**src/rtl/safecrack_pkg.sv**
```systemverilog
// Shared types and constants for the safecrack lock and its input conditioning stage.
package safecrack_pkg;

    localparam int unsigned BTN_W           = 4;
    localparam logic [BTN_W-1:0] BTN_IDLE   = 4'b1111;
    localparam int unsigned DB_CYCLES_DEF   = 500000;
    localparam int unsigned TICK_CYCLES_DEF = 50000000;

    typedef enum logic {
        IDLE,
        HELD
    } cond_state_t;

    // One-cold code for the lowest-index pressed button; BTN_IDLE when none.
    function automatic logic [BTN_W-1:0] press_code(input logic [BTN_W-1:0] press);
        logic [BTN_W-1:0] code;
        logic             found;
        code  = BTN_IDLE;
        found = 1'b0;
        for (int i = 0; i < BTN_W; i++) begin
            if (press[i] && !found) begin
                code[i] = 1'b0;
                found   = 1'b1;
            end
        end
        return code;
    endfunction

endpackage

```
**src/rtl/safecrack_input_cond_if.sv**
```systemverilog
// Raw button/switch inputs and conditioned outputs of the input conditioning stage.
interface safecrack_input_cond_if;
    import safecrack_pkg::*;

    logic [BTN_W-1:0] btn_raw;
    logic             ms_raw;
    logic             tick_clr;
    logic [BTN_W-1:0] btn_evt;
    logic             ms_level;
    logic             sec_tick;

    modport master (
        output btn_raw, ms_raw, tick_clr,
        input  btn_evt, ms_level, sec_tick
    );

    modport slave (
        input  btn_raw, ms_raw, tick_clr,
        output btn_evt, ms_level, sec_tick
    );

endinterface

```
**src/rtl/safecrack_debounce.sv**
```systemverilog
// Two-flop synchronizer followed by a counter debouncer that flips its level
// only after the synchronized input has differed for DB_CYCLES consecutive cycles.
module safecrack_debounce #(
    parameter int unsigned DB_CYCLES = 500000,
    parameter logic        RST_VAL   = 1'b0
) (
    input  logic clk,
    input  logic rst,
    input  logic raw,
    output logic level
);

    localparam int unsigned CNT_W = $clog2(DB_CYCLES + 1);

    logic             sync1;
    logic             sync2;
    logic [CNT_W-1:0] cnt;

    always_ff @(posedge clk) begin
        if (rst) begin
            sync1 <= RST_VAL;
            sync2 <= RST_VAL;
            cnt   <= '0;
            level <= RST_VAL;
        end else begin
            sync1 <= raw;
            sync2 <= sync1;
            // Any return to the held level restarts the stability window.
            if (sync2 != level) begin
                if (cnt == CNT_W'(DB_CYCLES)) begin
                    level <= ~level;
                    cnt   <= '0;
                end else begin
                    cnt <= cnt + CNT_W'(1);
                end
            end else begin
                cnt <= '0;
            end
        end
    end

endmodule

```
**src/rtl/safecrack_input_cond.sv**
```systemverilog
// Input conditioning for the safecrack lock: debounced buttons turned into
// single-cycle one-cold press codes, a debounced mode switch, and a 1 s tick.
module safecrack_input_cond
    import safecrack_pkg::*;
#(
    parameter int unsigned DB_CYCLES   = DB_CYCLES_DEF,
    parameter int unsigned TICK_CYCLES = TICK_CYCLES_DEF
) (
    input  logic                   clk,
    input  logic                   rst,
    safecrack_input_cond_if.slave  io
);

    localparam int unsigned TICK_W = $clog2(TICK_CYCLES);

    logic [BTN_W-1:0]  btn_lvl;
    logic [BTN_W-1:0]  btn_lvl_q;
    logic [BTN_W-1:0]  press_c;
    logic              all_rel_c;
    logic              ms_lvl;
    cond_state_t       state;
    logic [BTN_W-1:0]  btn_evt_q;
    logic [TICK_W-1:0] tick_cnt;
    logic              sec_tick_q;

    for (genvar g = 0; g < BTN_W; g++) begin : g_btn_db
        safecrack_debounce #(
            .DB_CYCLES (DB_CYCLES),
            .RST_VAL   (1'b1)
        ) u_db (
            .clk   (clk),
            .rst   (rst),
            .raw   (io.btn_raw[g]),
            .level (btn_lvl[g])
        );
    end

    safecrack_debounce #(
        .DB_CYCLES (DB_CYCLES),
        .RST_VAL   (1'b0)
    ) u_ms_db (
        .clk   (clk),
        .rst   (rst),
        .raw   (io.ms_raw),
        .level (ms_lvl)
    );

    // Press = falling edge of a debounced (active-low) button level.
    assign press_c   = btn_lvl_q & ~btn_lvl;
    assign all_rel_c = &btn_lvl;

    always_ff @(posedge clk) begin
        if (rst) begin
            state     <= IDLE;
            btn_evt_q <= BTN_IDLE;
            btn_lvl_q <= BTN_IDLE;
        end else begin
            btn_lvl_q <= btn_lvl;
            btn_evt_q <= BTN_IDLE;
            case (state)
                IDLE: begin
                    if (|press_c) begin
                        btn_evt_q <= press_code(press_c);
                        state     <= HELD;
                    end
                end
                HELD: begin
                    if (all_rel_c) begin
                        state <= IDLE;
                    end
                end
                default: state <= IDLE;
            endcase
        end
    end

    // Second counter; a clear wins over the wrap and suppresses that tick.
    always_ff @(posedge clk) begin
        if (rst || io.tick_clr) begin
            tick_cnt   <= '0;
            sec_tick_q <= 1'b0;
        end else if (tick_cnt == TICK_W'(TICK_CYCLES - 1)) begin
            tick_cnt   <= '0;
            sec_tick_q <= 1'b1;
        end else begin
            tick_cnt   <= tick_cnt + TICK_W'(1);
            sec_tick_q <= 1'b0;
        end
    end

    assign io.btn_evt  = btn_evt_q;
    assign io.ms_level = ms_lvl;
    assign io.sec_tick = sec_tick_q;

endmodule

```
**src/flat_wrapper.sv**
```systemverilog
// flat-port wrapper written by rule: the top's interface ports become plain ports
module safecrack_input_cond_flat import safecrack_pkg::*;
#(
    parameter int unsigned DB_CYCLES   = DB_CYCLES_DEF,
    parameter int unsigned TICK_CYCLES = TICK_CYCLES_DEF
)
  (clk, rst, io_btn_raw, io_ms_raw, io_tick_clr, io_btn_evt, io_ms_level, io_sec_tick);
  safecrack_input_cond_if io_i ();
  input  logic clk;
  input  logic rst;
  input wire logic [$bits(io_i.btn_raw)-1:0] io_btn_raw;
  input wire logic [$bits(io_i.ms_raw)-1:0] io_ms_raw;
  input wire logic [$bits(io_i.tick_clr)-1:0] io_tick_clr;
  output wire logic [$bits(io_i.btn_evt)-1:0] io_btn_evt;
  output wire logic [$bits(io_i.ms_level)-1:0] io_ms_level;
  output wire logic [$bits(io_i.sec_tick)-1:0] io_sec_tick;
  assign io_i.btn_raw = io_btn_raw;
  assign io_i.ms_raw = io_ms_raw;
  assign io_i.tick_clr = io_tick_clr;
  assign io_btn_evt = io_i.btn_evt;
  assign io_ms_level = io_i.ms_level;
  assign io_sec_tick = io_i.sec_tick;
  safecrack_input_cond #(.DB_CYCLES(DB_CYCLES), .TICK_CYCLES(TICK_CYCLES)) u_core (.clk(clk), .rst(rst), .io(io_i));
endmodule
```
**config.mk**
```make
export PLATFORM = sky130hd
export DESIGN_NAME = safecrack_input_cond_flat
export DESIGN_NICKNAME = d
export VERILOG_FILES = /design/src/rtl/safecrack_pkg.sv /design/src/rtl/safecrack_input_cond_if.sv /design/src/rtl/safecrack_debounce.sv /design/src/rtl/safecrack_input_cond.sv /design/src/flat_wrapper.sv
export SDC_FILE = /design/constraint.sdc
export NUM_CORES = 1
export LEC_CHECK = 0
export CAP_MARGIN = 5
export CORE_MARGIN = 5
export CORE_UTILIZATION = 42
export DETAILED_ROUTE_END_ITERATION = 10
export PLACE_DENSITY = 0.67
export RECOVER_POWER = 25
export SLEW_MARGIN = 15
export SYNTH_ARGS = -nofsm -noshare
export SYNTH_HDL_FRONTEND = slang
export SYNTH_SLANG_ARGS = --single-unit
```
**constraint.sdc**
```tcl
create_clock -name clk -period 2.6 [get_ports clk]
set_input_delay 0.52 -clock clk [delete_from_list [all_inputs] [get_ports clk]]
set_output_delay 0.52 -clock clk [all_outputs]
set_load 0.1 [all_outputs]
```
Word-level counts from Yosys, hierarchy flattened
Cells that the tools add are included.
{"block": "totals", "ff_bits": 146, "word_cells": 97}
{"block": "op_classes", "n_addsub": 6, "eq_ne": 11, "n_mux": 20, "bitwise": 14, "reduce_logical": 21}
{"operator": "19-bit by 1-bit adder with 19-bit output (second input constant)", "count": 5}
{"operator": "19-bit equality test (second input constant)", "count": 5}
{"operator": "26-bit by 1-bit adder with 26-bit output (second input constant)", "count": 1}
{"operator": "26-bit equality test (second input constant)", "count": 1}
{"operator": "1-bit 2-to-1 mux", "count": 19}
{"operator": "3-bit OR reduction", "count": 6}
{"operator": "1-bit NOT", "count": 12}
{"operator": "2-bit AND reduction", "count": 5}
{"operator": "1-bit inequality test", "count": 5}
{"operator": "4-bit bitwise AND", "count": 1}
{"operator": "4-bit NOT", "count": 1}
{"operator": "4-bit AND reduction", "count": 1}
{"operator": "4-bit OR reduction", "count": 1}
{"operator": "1-bit logical AND", "count": 3}
{"operator": "1-bit logical NOT", "count": 3}
{"operator": "1-bit case mux with 2 select lines", "count": 1}
{"operator": "2-bit OR reduction", "count": 1}
{"operator": "1-bit logical OR", "count": 1}

Logic depth before layout (Yosys ltp)
{"block": "depth", "ltp_word": 21, "mapped_depth": 7, "mapped_depth_nobuf": 6}

Modules after synthesis
From an unflattened synthesis, not the netlist that was laid out.
{"block": "hier_totals", "cells_unflattened": 736, "hier_area_um2": 6557.5}
{"mod": "safecrack_debounce (u_core.g_btn_db[0].u_db ...)", "instances": 3, "cells_each": 114, "area_each_um2": 1013.5}
{"mod": "safecrack_input_cond", "instances": 1, "cells_each": 174, "area_each_um2": 1532.7}
{"mod": "safecrack_debounce (u_core.u_ms_db)", "instances": 1, "cells_each": 110, "area_each_um2": 993.5}
{"mod": "safecrack_debounce (u_core.g_btn_db[3].u_db)", "instances": 1, "cells_each": 110, "area_each_um2": 991.0}

Least setup slack after synthesis
No wires, ideal clock.
{"block": "synth_timing", "path_kind": "reg2reg", "startpoint": "register u_core.tick_cnt[0]", "endpoint": "register u_core.tick_cnt[10]", "setup_ns": 0.117, "arrival_ns": 1.790, "t_required_ns": 2.483, "slack_ns": 0.693, "stages_incl_launch_ff": 7, "n_path_buf": 1, "cell_sequence": "dfxtp_1 > ha_1 > nand2_1 > or4_1 > o21ai_1 > buf_2 > nor2_1"}
{"block": "synth_between", "elab_chain_len": 2}
{"element": "from (decl)", "line_no": "safecrack_input_cond.sv:23", "source": "logic [TICK_W-1:0] tick_cnt;"}
{"element": "from (signal assigned)", "line_no": "safecrack_input_cond.sv:86", "source": "tick_cnt <= tick_cnt + TICK_W'(1);"}
{"element": "branches (longest 2 deep; another with 26-bit by 1-bit adder with 26-bit output)"}
Parallel ways; which one is timed is not known.
A chain may end at the register's enable or synchronous reset.

Worst setup path in the final report
{"block": "layout_timing", "startpoint": "register u_core.u_ms_db.level", "endpoint": "output port io_ms_level"}
{"element": "from (decl)", "line_no": "safecrack_debounce.sv:10", "source": "output logic level"}
{"element": "from (signal assigned)", "line_no": "safecrack_debounce.sv:31", "source": "level <= ~level;"}
{"element": "to (decl)", "line_no": "flat_wrapper.sv:15", "source": "output wire logic [$bits(io_i.ms_level)-1:0] io_ms_level;"}
No word-level cell between the ends.

==> flow_metrics.tcl <==
set metrics [dict create \
    status "finished clean" \
    wl_per_cell_um 13.1 \
    synth_area_leaders "dfxtp_1 46%, xor2_1 7.6%, nor2_1 5.5%" \
    startpoint_type "register" \
    synth_fp_nets 742 \
    required_ns 2.08 \
    h-tree-depth 4 \
    clk_path_buf_depth 2 \
    ys_ff_latch 146 \
    syn_to_final_growth_pct 14.1 \
    synth-simple-area-share_pct 29.6 \
    cp_top_family "buffers and inverters" \
    synth_top_family_by_area "simple AND/OR/NAND/NOR gates" \
    worst_pin_slew_ns 1.19 \
    setup_slack_ns 0.390 \
    synth_fa_ha_area_share_pct 2.14 \
    cts_sinks 146 \
    yosysTopAreaCellShare_pct 45.5 \
    cts_buffers 17 \
    final_common_cell "dfxtp_1" \
    syn-mean-instance-area_um2 8.88 \
    crit_path_max_fanout 3 \
    n_fill_cell 1443 \
    ant_nets 0 \
    core-area_um2 15100 \
    die_w_um 134 \
    setup_viol 0 \
    period_share_pct 85.0 \
    stdcell_count 936 \
    tritoncts "built" \
    layout-drive-gt1-share_pct 7.75 \
    grt-ovfl-total 0 \
    postCtsSetupRepairBufs 0 \
    grt_max_degree 27 \
    cp_num_buf_inv 1 \
    cp_slowest_cell "clkbuf_1" \
    die-area_um2 17900 \
    finalHoldViolations 0 \
    ios 14 \
    fin_area_um2 7330 \
    syn-instance-count 723 \
    peakVddDrop_v 0.000537 \
    drtIter0Drc 319 \
    dieHeight_um 134 \
    dp_cells 904 \
    power.density_nw_per_um2 680 \
    start_util_pct 42.6 \
    cp-end-kind "output pin" \
    num_vias 5064 \
    postLayoutCoreUtil_pct 48.6 \
    path_cells "clkbuf_1" \
    yosys.area.top_type "dfxtp_1" \
    wl_mm 12.2 \
    drc 0 \
    relSlewSlack_pct 21.2 \
    yosysUniqueCellTypes 43 \
    cp.arrival_ns 1.69 \
    synth_compound_area_share_pct 8.30 \
    synth_edf_count 0 \
    cts_root_buffer "clkbuf_16" \
    rsz0062_at_grt "no" \
    async_flop_share_pct 0 \
    cap_violations 0 \
    fin_skew_ns 0.00791 \
    diodes 0 \
    cts.clk_slew.worst_paths_ns 0.06 \
    synth_flop_cell "dfxtp_1" \
    cpPeakStageDelay_ns 0.88 \
    critPathKind "reg2out" \
    drv_slew 0 \
    leakage_nw 2.35 \
    syn-cell-area_um2 6420 \
    hold_class "reg2reg" \
    synth_xor_area_share_pct 10.9 \
    place_area_um2 6700 \
    dp_slack_ns 0.549 \
    drt_pass1_iterations 5 \
    grt_pass1_wl_mm 21.4 \
    fmax_mhz 452 \
    hold_buffers 0 \
    row_count 45 \
    muxShareOfSynthArea_pct 0 \
    yosys_warnings 0 \
    hpwlAfterDp_mm 8.60 \
    grt_pass1_vias 4857 \
    holdWs_ns 0.407 \
    fin_crit_ns 2.21 \
    mostFrequentLayoutCells "146 x dfxtp_1, 94 x nor2_1, 56 x xor2_1, 41 x nand2_1, 41 x nand3_1" \
    final_net_count 754 \
    place_congestion 0.859 \
    setup_tns_ns 0 \
    insertion_delay_ns 0.42 \
    antenna_found_initial 0 \
    io_buffers 13 \
    grt_use_total_pct 14.3 \
    cts_repair_resize_count 0 \
    power.total_mw 4.98 \
    viasPerCell 5.41 \
    yosysSeqAreaShare_pct 45.5 \
]
==> report_power, final <==
| part | switching, mW | internal (mW) |
|---|---|---|
| sequential | 0.00670 | 2.25 |
| clock | 0.925 | 1.74 |
| combinational | 0.0357 | 0.0236 |
| total | 0.967 | 4.02 |
==> sequential cells by signal, indices dropped and copies added (netlist names) <==
| name | count |
|---|---|
| u_core.state | 1 |
| u_core.io.sec_tick | 1 |
| u_core.btn_lvl_q | 4 |
| u_core.g_btn_db.u_db.level | 4 |
| u_core.g_btn_db.u_db.sync1 | 4 |
| u_core.u_ms_db.cnt | 19 |
| u_core.u_ms_db.level | 1 |
| u_core.io.btn_evt | 4 |
| u_core.u_ms_db.sync1 | 1 |
| u_core.tick_cnt | 26 |
| u_core.g_btn_db.u_db.cnt | 76 |
| u_core.g_btn_db.u_db.sync2 | 4 |
| u_core.u_ms_db.sync2 | 1 |
==> cell usage after synthesis, types with 6 or more instances <==
cell,n
and4_1,16
a21oi_1,34
inv_1,29
or3_1,21
nand3_1,41
xor2_1,56
and2_1,6
and3_1,15
nand2_1,41
or2_2,13
xnor2_1,24
ha_1,11
o21ai_0,26
nor2_1,94
o31ai_1,11
or4_1,14
nor4b_1,11
dfxtp_1,146
clkbuf_1,17
nor4_1,10
nand4_1,38
==> cell type report <==
| cell class | count | area, µm² | share of cell area, % |
|---|---|---|---|
| Inverter | 30 | 113 | 1.54 |
| Tap cell | 188 | 235 | 3.21 |
| Clock inverter | 10 | 169 | 2.30 |
| Clock buffer | 22 | 494 | 6.74 |
| Timing Repair Buffer | 18 | 123 | 1.67 |
| Multi-Input combinational cell | 522 | 3270 | 44.6 |
| Sequential cell | 146 | 2920 | 39.9 |
==> worst paths after layout <==
kind / from / depth (start not counted) / slack (ns) / end
hold / removal: u_core.btn_lvl_q[2] / 1 / 0.41 / u_core.io.btn_evt[2]
setup / recovery: u_core.u_ms_db.level / 1 / 0.39 / io_ms_level
setup reg to reg: u_core.g_btn_db[0].u_db.cnt[0] / 7 / 0.51 / u_core.g_btn_db[0].u_db.cnt[5]
hold reg to reg: u_core.btn_lvl_q[2] / 1 / 0.41 / u_core.io.btn_evt[2]
==> routing by layer <==
layer	vias to the layer above	wire length, µm	share of wire (%)	track usage [%]
met5	-	0	0	0
met4	0	145	1.2	5.31
met3	14	446	3.7	4.57
met2	90	5830	48	23.9
met1	2374	5790	47	17.4
li1	2586	-	-	-
==> logic make-up (layout without fill, tap and decap cells) <==
logic type / after synthesis / count (layout)
DFF: 146 / 146
xor gates and xnor gates: 80 / 80
AOI/OAI and AO/OA: 86 / 86
and+or+nand+nor: 345 / 345
buffers and inverters: 55 / 80
adders and majority gates: 11 / 11
No activity file was read; power rests on OpenSTA's default activity.
